## src/rtl/clmul_slice_sched_if.sv

```systemverilog
// rtl/clmul_slice_sched_if.sv - two-requester operand bus and product bus for clmul_slice_sched
interface clmul_slice_sched_if #(
  parameter int W = 16
);
  logic           in0_valid;
  logic [W-1:0]   in0_a;
  logic [W-1:0]   in0_b;
  logic           in0_ready;
  logic           in1_valid;
  logic [W-1:0]   in1_a;
  logic [W-1:0]   in1_b;
  logic           in1_ready;
  logic           out_valid;
  logic [2*W-1:0] out_data;
  logic           out_id;
  logic           out_ready;

  // Requesters and consumer side
  modport master (
    output in0_valid, in0_a, in0_b, input in0_ready,
    output in1_valid, in1_a, in1_b, input in1_ready,
    input out_valid, out_data, out_id, output out_ready
  );

  // Multiplier side
  modport slave (
    input in0_valid, in0_a, in0_b, output in0_ready,
    input in1_valid, in1_a, in1_b, output in1_ready,
    output out_valid, out_data, out_id, input out_ready
  );
endinterface

```

## src/rtl/clmul_slice_sched.sv

```systemverilog
// rtl/clmul_slice_sched.sv - carry-less multiplier time-sharing one 8x8 slice, two round-robin requesters
module clmul_slice_sched #(
  parameter int W = 16
) (
  input logic               clk,
  input logic               rst,
  clmul_slice_sched_if.slave bus
);
  localparam int NB = W / 8;
  localparam int S  = NB * NB;
  localparam int SW = $clog2(S);

  typedef enum logic [1:0] {IDLE, RUN, DONE} state_t;

  state_t         state, state_nxt;
  logic [W-1:0]   a_q, b_q;
  logic           id_q;
  logic           last_q;
  logic [SW-1:0]  step_q;
  logic [2*W-1:0] acc_q;

  logic           grant;
  logic           rdy0, rdy1;
  logic           accept;
  int             ci, cj;
  logic [7:0]     ca, cb;
  logic [14:0]    slice;
  logic [2*W-1:0] term;

  // Round-robin grant: a lone requester wins, a tie goes to the one not served last
  always_comb begin
    grant  = (bus.in0_valid && bus.in1_valid) ? ~last_q : bus.in1_valid;
    rdy0   = (state == IDLE) && !rst && bus.in0_valid && !grant;
    rdy1   = (state == IDLE) && !rst && bus.in1_valid && grant;
    accept = rdy0 || rdy1;
  end

  // Single shared 8x8 slice: chunk i of A against chunk j of B, placed at byte i+j
  always_comb begin
    ci    = int'(step_q) / NB;
    cj    = int'(step_q) % NB;
    ca    = a_q[8*ci +: 8];
    cb    = b_q[8*cj +: 8];
    slice = '0;
    for (int i = 0; i < 8; i++)
      for (int j = 0; j < 8; j++)
        slice[i+j] = slice[i+j] ^ (ca[i] & cb[j]);
    term  = {{(2*W-15){1'b0}}, slice} << (8 * (ci + cj));
  end

  // State register
  always_ff @(posedge clk) begin
    if (rst) state <= IDLE;
    else     state <= state_nxt;
  end

  // Next-state: one RUN cycle per slice step, then hold the result until taken
  always_comb begin
    state_nxt = state;
    case (state)
      IDLE:    if (accept) state_nxt = RUN;
      RUN:     if (step_q == SW'(S - 1)) state_nxt = DONE;
      DONE:    if (bus.out_ready) state_nxt = IDLE;
      default: state_nxt = IDLE;
    endcase
  end

  // Outputs: ready only in IDLE, product only in DONE
  always_comb begin
    bus.in0_ready = rdy0;
    bus.in1_ready = rdy1;
    bus.out_valid = (state == DONE);
    bus.out_data  = (state == DONE) ? acc_q : '0;
    bus.out_id    = (state == DONE) ? id_q : 1'b0;
  end

  // Operand capture, step counter, accumulator and round-robin pointer
  always_ff @(posedge clk) begin
    if (rst) begin
      a_q    <= '0;
      b_q    <= '0;
      id_q   <= 1'b0;
      last_q <= 1'b1;
      step_q <= '0;
      acc_q  <= '0;
    end else if (accept) begin
      a_q    <= grant ? bus.in1_a : bus.in0_a;
      b_q    <= grant ? bus.in1_b : bus.in0_b;
      id_q   <= grant;
      last_q <= grant;
      step_q <= '0;
      acc_q  <= '0;
    end else if (state == RUN) begin
      acc_q  <= acc_q ^ term;
      step_q <= step_q + SW'(1);
    end
  end
endmodule

```

## src/flat_wrapper.sv

```systemverilog
// flat-port wrapper written by rule: the top's interface ports become plain ports
module clmul_slice_sched_flat 
#(
  parameter int W = 16
)
  (clk, rst, bus_in0_valid, bus_in0_a, bus_in0_b, bus_in0_ready, bus_in1_valid, bus_in1_a, bus_in1_b, bus_in1_ready, bus_out_valid, bus_out_data, bus_out_id, bus_out_ready);
  clmul_slice_sched_if #(.W(W)) bus_i ();
  input logic clk;
  input logic rst;
  input wire logic [$bits(bus_i.in0_valid)-1:0] bus_in0_valid;
  input wire logic [$bits(bus_i.in0_a)-1:0] bus_in0_a;
  input wire logic [$bits(bus_i.in0_b)-1:0] bus_in0_b;
  output wire logic [$bits(bus_i.in0_ready)-1:0] bus_in0_ready;
  input wire logic [$bits(bus_i.in1_valid)-1:0] bus_in1_valid;
  input wire logic [$bits(bus_i.in1_a)-1:0] bus_in1_a;
  input wire logic [$bits(bus_i.in1_b)-1:0] bus_in1_b;
  output wire logic [$bits(bus_i.in1_ready)-1:0] bus_in1_ready;
  output wire logic [$bits(bus_i.out_valid)-1:0] bus_out_valid;
  output wire logic [$bits(bus_i.out_data)-1:0] bus_out_data;
  output wire logic [$bits(bus_i.out_id)-1:0] bus_out_id;
  input wire logic [$bits(bus_i.out_ready)-1:0] bus_out_ready;
  assign bus_i.in0_valid = bus_in0_valid;
  assign bus_i.in0_a = bus_in0_a;
  assign bus_i.in0_b = bus_in0_b;
  assign bus_in0_ready = bus_i.in0_ready;
  assign bus_i.in1_valid = bus_in1_valid;
  assign bus_i.in1_a = bus_in1_a;
  assign bus_i.in1_b = bus_in1_b;
  assign bus_in1_ready = bus_i.in1_ready;
  assign bus_out_valid = bus_i.out_valid;
  assign bus_out_data = bus_i.out_data;
  assign bus_out_id = bus_i.out_id;
  assign bus_i.out_ready = bus_out_ready;
  clmul_slice_sched #(.W(W)) u_core (.clk(clk), .rst(rst), .bus(bus_i));
endmodule
```

## config.mk

```make
export PLATFORM = sky130hd
export DESIGN_NAME = clmul_slice_sched_flat
export DESIGN_NICKNAME = d
export VERILOG_FILES = /design/src/rtl/clmul_slice_sched_if.sv /design/src/rtl/clmul_slice_sched.sv /design/src/flat_wrapper.sv
export SDC_FILE = /design/constraint.sdc
export NUM_CORES = 1
export LEC_CHECK = 0
export ABC_CLOCK_PERIOD_IN_PS = 2350
export CAP_MARGIN = 20
export CORE_ASPECT_RATIO = 0.7
export CORE_MARGIN = 2
export CORE_UTILIZATION = 30
export CTS_CLUSTER_DIAMETER = 60
export CTS_CLUSTER_SIZE = 40
export DETAILED_ROUTE_END_ITERATION = 6
export GPL_TIMING_DRIVEN = 0
export PLACE_DENSITY = 0.55
export SLEW_MARGIN = 20
export SYNTH_ARGS = -nofsm -noshare
export SYNTH_HDL_FRONTEND = slang
export SYNTH_SLANG_ARGS = --single-unit
```

## constraint.sdc

```tcl
create_clock -name clk -period 2.35 [get_ports clk]
set_clock_uncertainty 0.05 [all_clocks]
set_input_delay 0.47 -clock clk [delete_from_list [all_inputs] [get_ports clk]]
set_output_delay 0.47 -clock clk [all_outputs]
set_load 0.005 [all_outputs]
```

==> metrics.md <==
| Metric | Value |
|---|---|
| TritonCTS Buffers | `9` |
| Hold Path Cell Cnt | `2` |
| Antenna Nets Post-Route | `0` |
| Core area | `16,200 sq um` |
| CP endpoint kind | `flip-flop` |
| Gr ovfl total | `0` |
| Async SR Flop Fraction | `0%` |
| Final Util | `48.4%` |
| GR Util met1 | `32.5%` |
| CP cell instances | `buf_12, buf_12, mux2i_4, buf_6, nor2_4, xnor2_2, xnor3_2, or4b_1, nand3_1` |
| Clock Pin Slew Worst Setup and Hold Paths | `60 ps` |
| Area of the multi-input gates | `3890 sq um` |
| Leak Pwr | `2.78 nW` |
| Setup slack after layout | `-152 ps` |
| Initial DRC count | `358` |
| Crit-path slowest cell | `xnor3_2` |
| RD Place Congestion | `0.887` |
| Worst Hold Margin | `414 ps` |
| Fin area | `7870 sq um` |
| Drt pass-1 iters | `5` |
| Syn Nets | `654` |
| Setup TNS | `-1930 ps` |
| All-Layer GR Usage | `21.4%` |
| Post-Synthesis Cells | `584` |
| Mapped Area | `4970 sq um` |
| Fmax | `0.400 GHz` |
| Reg area | `1410 sq um` |
| CTS tree | `done` |
| R2r worst-path depth | `9` |
| Post-synth EDFFs | `0` |
| Power per cell area | `498 nW/um^2` |
| FP Rows | `39` |
| Min Tclk post-route | `2500 ps` |
| Netlist cell types | `57` |
| CTS Sinks | `70` |
| Commonest non-fill, non-tap cells in the layout | `clkdlybuf4s50_1 (100), nor2_1 (74), dfxtp_1 (67), mux2i_1 (42)` |
| Largest stage delay on the critical path | `510 ps` |
| Buf+Inv Stages, Crit Path | `3` |
| Filler instances | `1,515` |
| Routed wire length | `18.9 mm` |
| Antenna fix cells | `0` |
| Yosys reg bits | `70` |
| Top Usage Layer GRT | `met1` |
| Wire per inst | `19.0 um` |
| First-pass GRT wire length | `29.0 mm` |
| Grt met3 use | `4.55%` |
| Rel. slew slack | `50.1%` |
| Initial antenna violation count | `0` |
| GR Util met2 | `31.0%` |
| Initial Util | `30.6%` |
| Worst-Skew Late Latency | `340 ps` |
| Layout net count | `832` |
| Worst-path fanout max | `5` |
| Synthesis warning total | `0` |
| DRC | `0` |
| Worst-Margin Slew | `748 ps` |
| Max Slew Vio Count | `0` |
| Critical path class | `flip-flop to flip-flop` |
| Routed vias | `5,269` |
| CP arrival | `2740 ps` |
| Largest net degree at the start of global routing | `11` |
| Final setup viols | `22` |
| Tcrit/Tclk final | `106%` |
| Number of port buffers | `104` |
| Vias in the first global route | `5,243` |
| Register area share after synthesis | `28.2%` |
| Placed cell areas | `6320 sq um` |
| Primary FF master, synth | `dfxtp_1` |
| Deepest clock path buffer count | `2` |
| WP depth | `9` |
| Family with the most delay on the worst path | `XOR/XNOR gates` |
| Failing checks | `setup timing` |
| Die height | `112 um` |
| Worst hold-check path type | `flip-flop to flip-flop` |
| Crit path required time | `2580 ps` |
| Full die area | `17,600 sq um` |
| Vias/cell | `5.32` |
| Most used cell, CP | `buf_12` |
| Critical path startpoint category | `flip-flop` |
| Power Total | `3.92 mW` |
| Layout cells sized above 1 | `27.2%` |
| Commonest non-fill, non-tap cell in the layout | `clkdlybuf4s50_1` |
| Die width | `158 um` |
| Area grow syn2layout | `58.2%` |
| H-tree depth | `3` |
| VDD IR max | `0.350 mV` |
| RSZ-0062 raised after global routing | `true` |
| Fin. Hold Viols | `0` |
| Boundary pin count | `105` |
| Post-DP HPWL | `13.5 mm` |
| # Max-Cap Violations | `0` |
| Root Driver | `clkbuf_16` |
| Post-Syn Area per Cell | `8.52 sq um` |
| Status | `complete, but fails checks` |
==> registers in the layout (all words and copies together) (netlist names) <==
signal / count
u_core.a_q: 16
u_core.acc_q: 32
u_core.b_q: 16
u_core.id_q: 1
u_core.last_q: 1
u_core.state: 2
u_core.step_q: 2
==> path summary, 6_finish.rpt <==
kind / slack, ps / to / startpoint
worst min-delay path: 410 / u_core.acc_q[25] / u_core.acc_q[25]
worst max register to register: -150 / u_core.acc_q[8] / u_core.step_q[1]
worst min register to register: 410 / u_core.acc_q[25] / u_core.acc_q[25]
worst max-delay path: -150 / u_core.acc_q[8] / u_core.step_q[1]
==> cell families (layout without fill, tap and decap cells) <==
kind of cell | Yosys count | count (layout) | synth area share [%]
simple gates | 231 | 231 | 22.4
compound gates | 138 | 138 | 19.7
mux | 76 | 76 | 17.8
flops | 70 | 70 | 28.2
buf+inv | 39 | 220 | 3.70
xor+xnor | 29 | 29 | 7.90
fa+ha+maj | 1 | 1 | 0.251
==> metal layers <==
layer	up-vias	part of all wire [%]
li1	2508	-
met1	2555	49
met2	184	43
met3	22	7.1
met4	0	0.84
met5	-	0
==> power by group <==
group          internal, mW  switching, mW  leakage [nW]  total, mW
clock                 0.788          0.521         0.138       1.31
combinational         0.636          0.638          2.07       1.27
sequential             1.25         0.0852         0.574       1.34
==> final cells by class <==
class / count / area share [%]
clock inverters: 1 / 0.0636
clock buffers: 13 / 3.43
plain buffers: 35 / 3.39
well taps: 225 / 3.58
flip-flops and latches: 70 / 17.9
multi-input cells: 475 / 49.4
repair buffers: 169 / 22.1
inverters: 2 / 0.0954
==> stage by stage <==
stage	worst slack, ps	cells
2_1_floorplan	10.9	584
6_report	-152	990
3_5_place_dp	-982	913
5_1_grt	-203	990
3_3_place_gp	-969	913
4_1_cts	-123	983
==> synth_stat cells (5+ instances only) <==
library cell   n  area (sq um)
a21oi_1       31           155
dfxtp_1       70          1400
xnor3_1        9           203
nor3_1        10          50.1
or3_1          5          31.3
xnor2_1       15           131
nand3_1       17          85.1
mux2i_2        9           124
nor2_1        89           334
nand2b_1       8          50.1
mux2_2         7          78.8
mux2_4         6          90.1
nand2_1       38           143
o211ai_1      16           120
and2_1        36           225
o21ai_0        5          25.0
clkbuf_1      32           120
or4_1          7          52.6
a211oi_1      48           360
mux2i_1       47           470
==> worst min-delay path: stages (launching register included) <==
cell	delay [ps]
dfxtp_1	310
nand2_1	50
mux2i_1	50
==> repair_timing <==
action,in CTS,in global routing
cloned,4,0
buffers inserted,54,10
resized for setup,116,66
hold buffers,0,0
pin swaps,38,22
endpoints found under the setup margin,98,68
(Power assumes the default switching activity.)
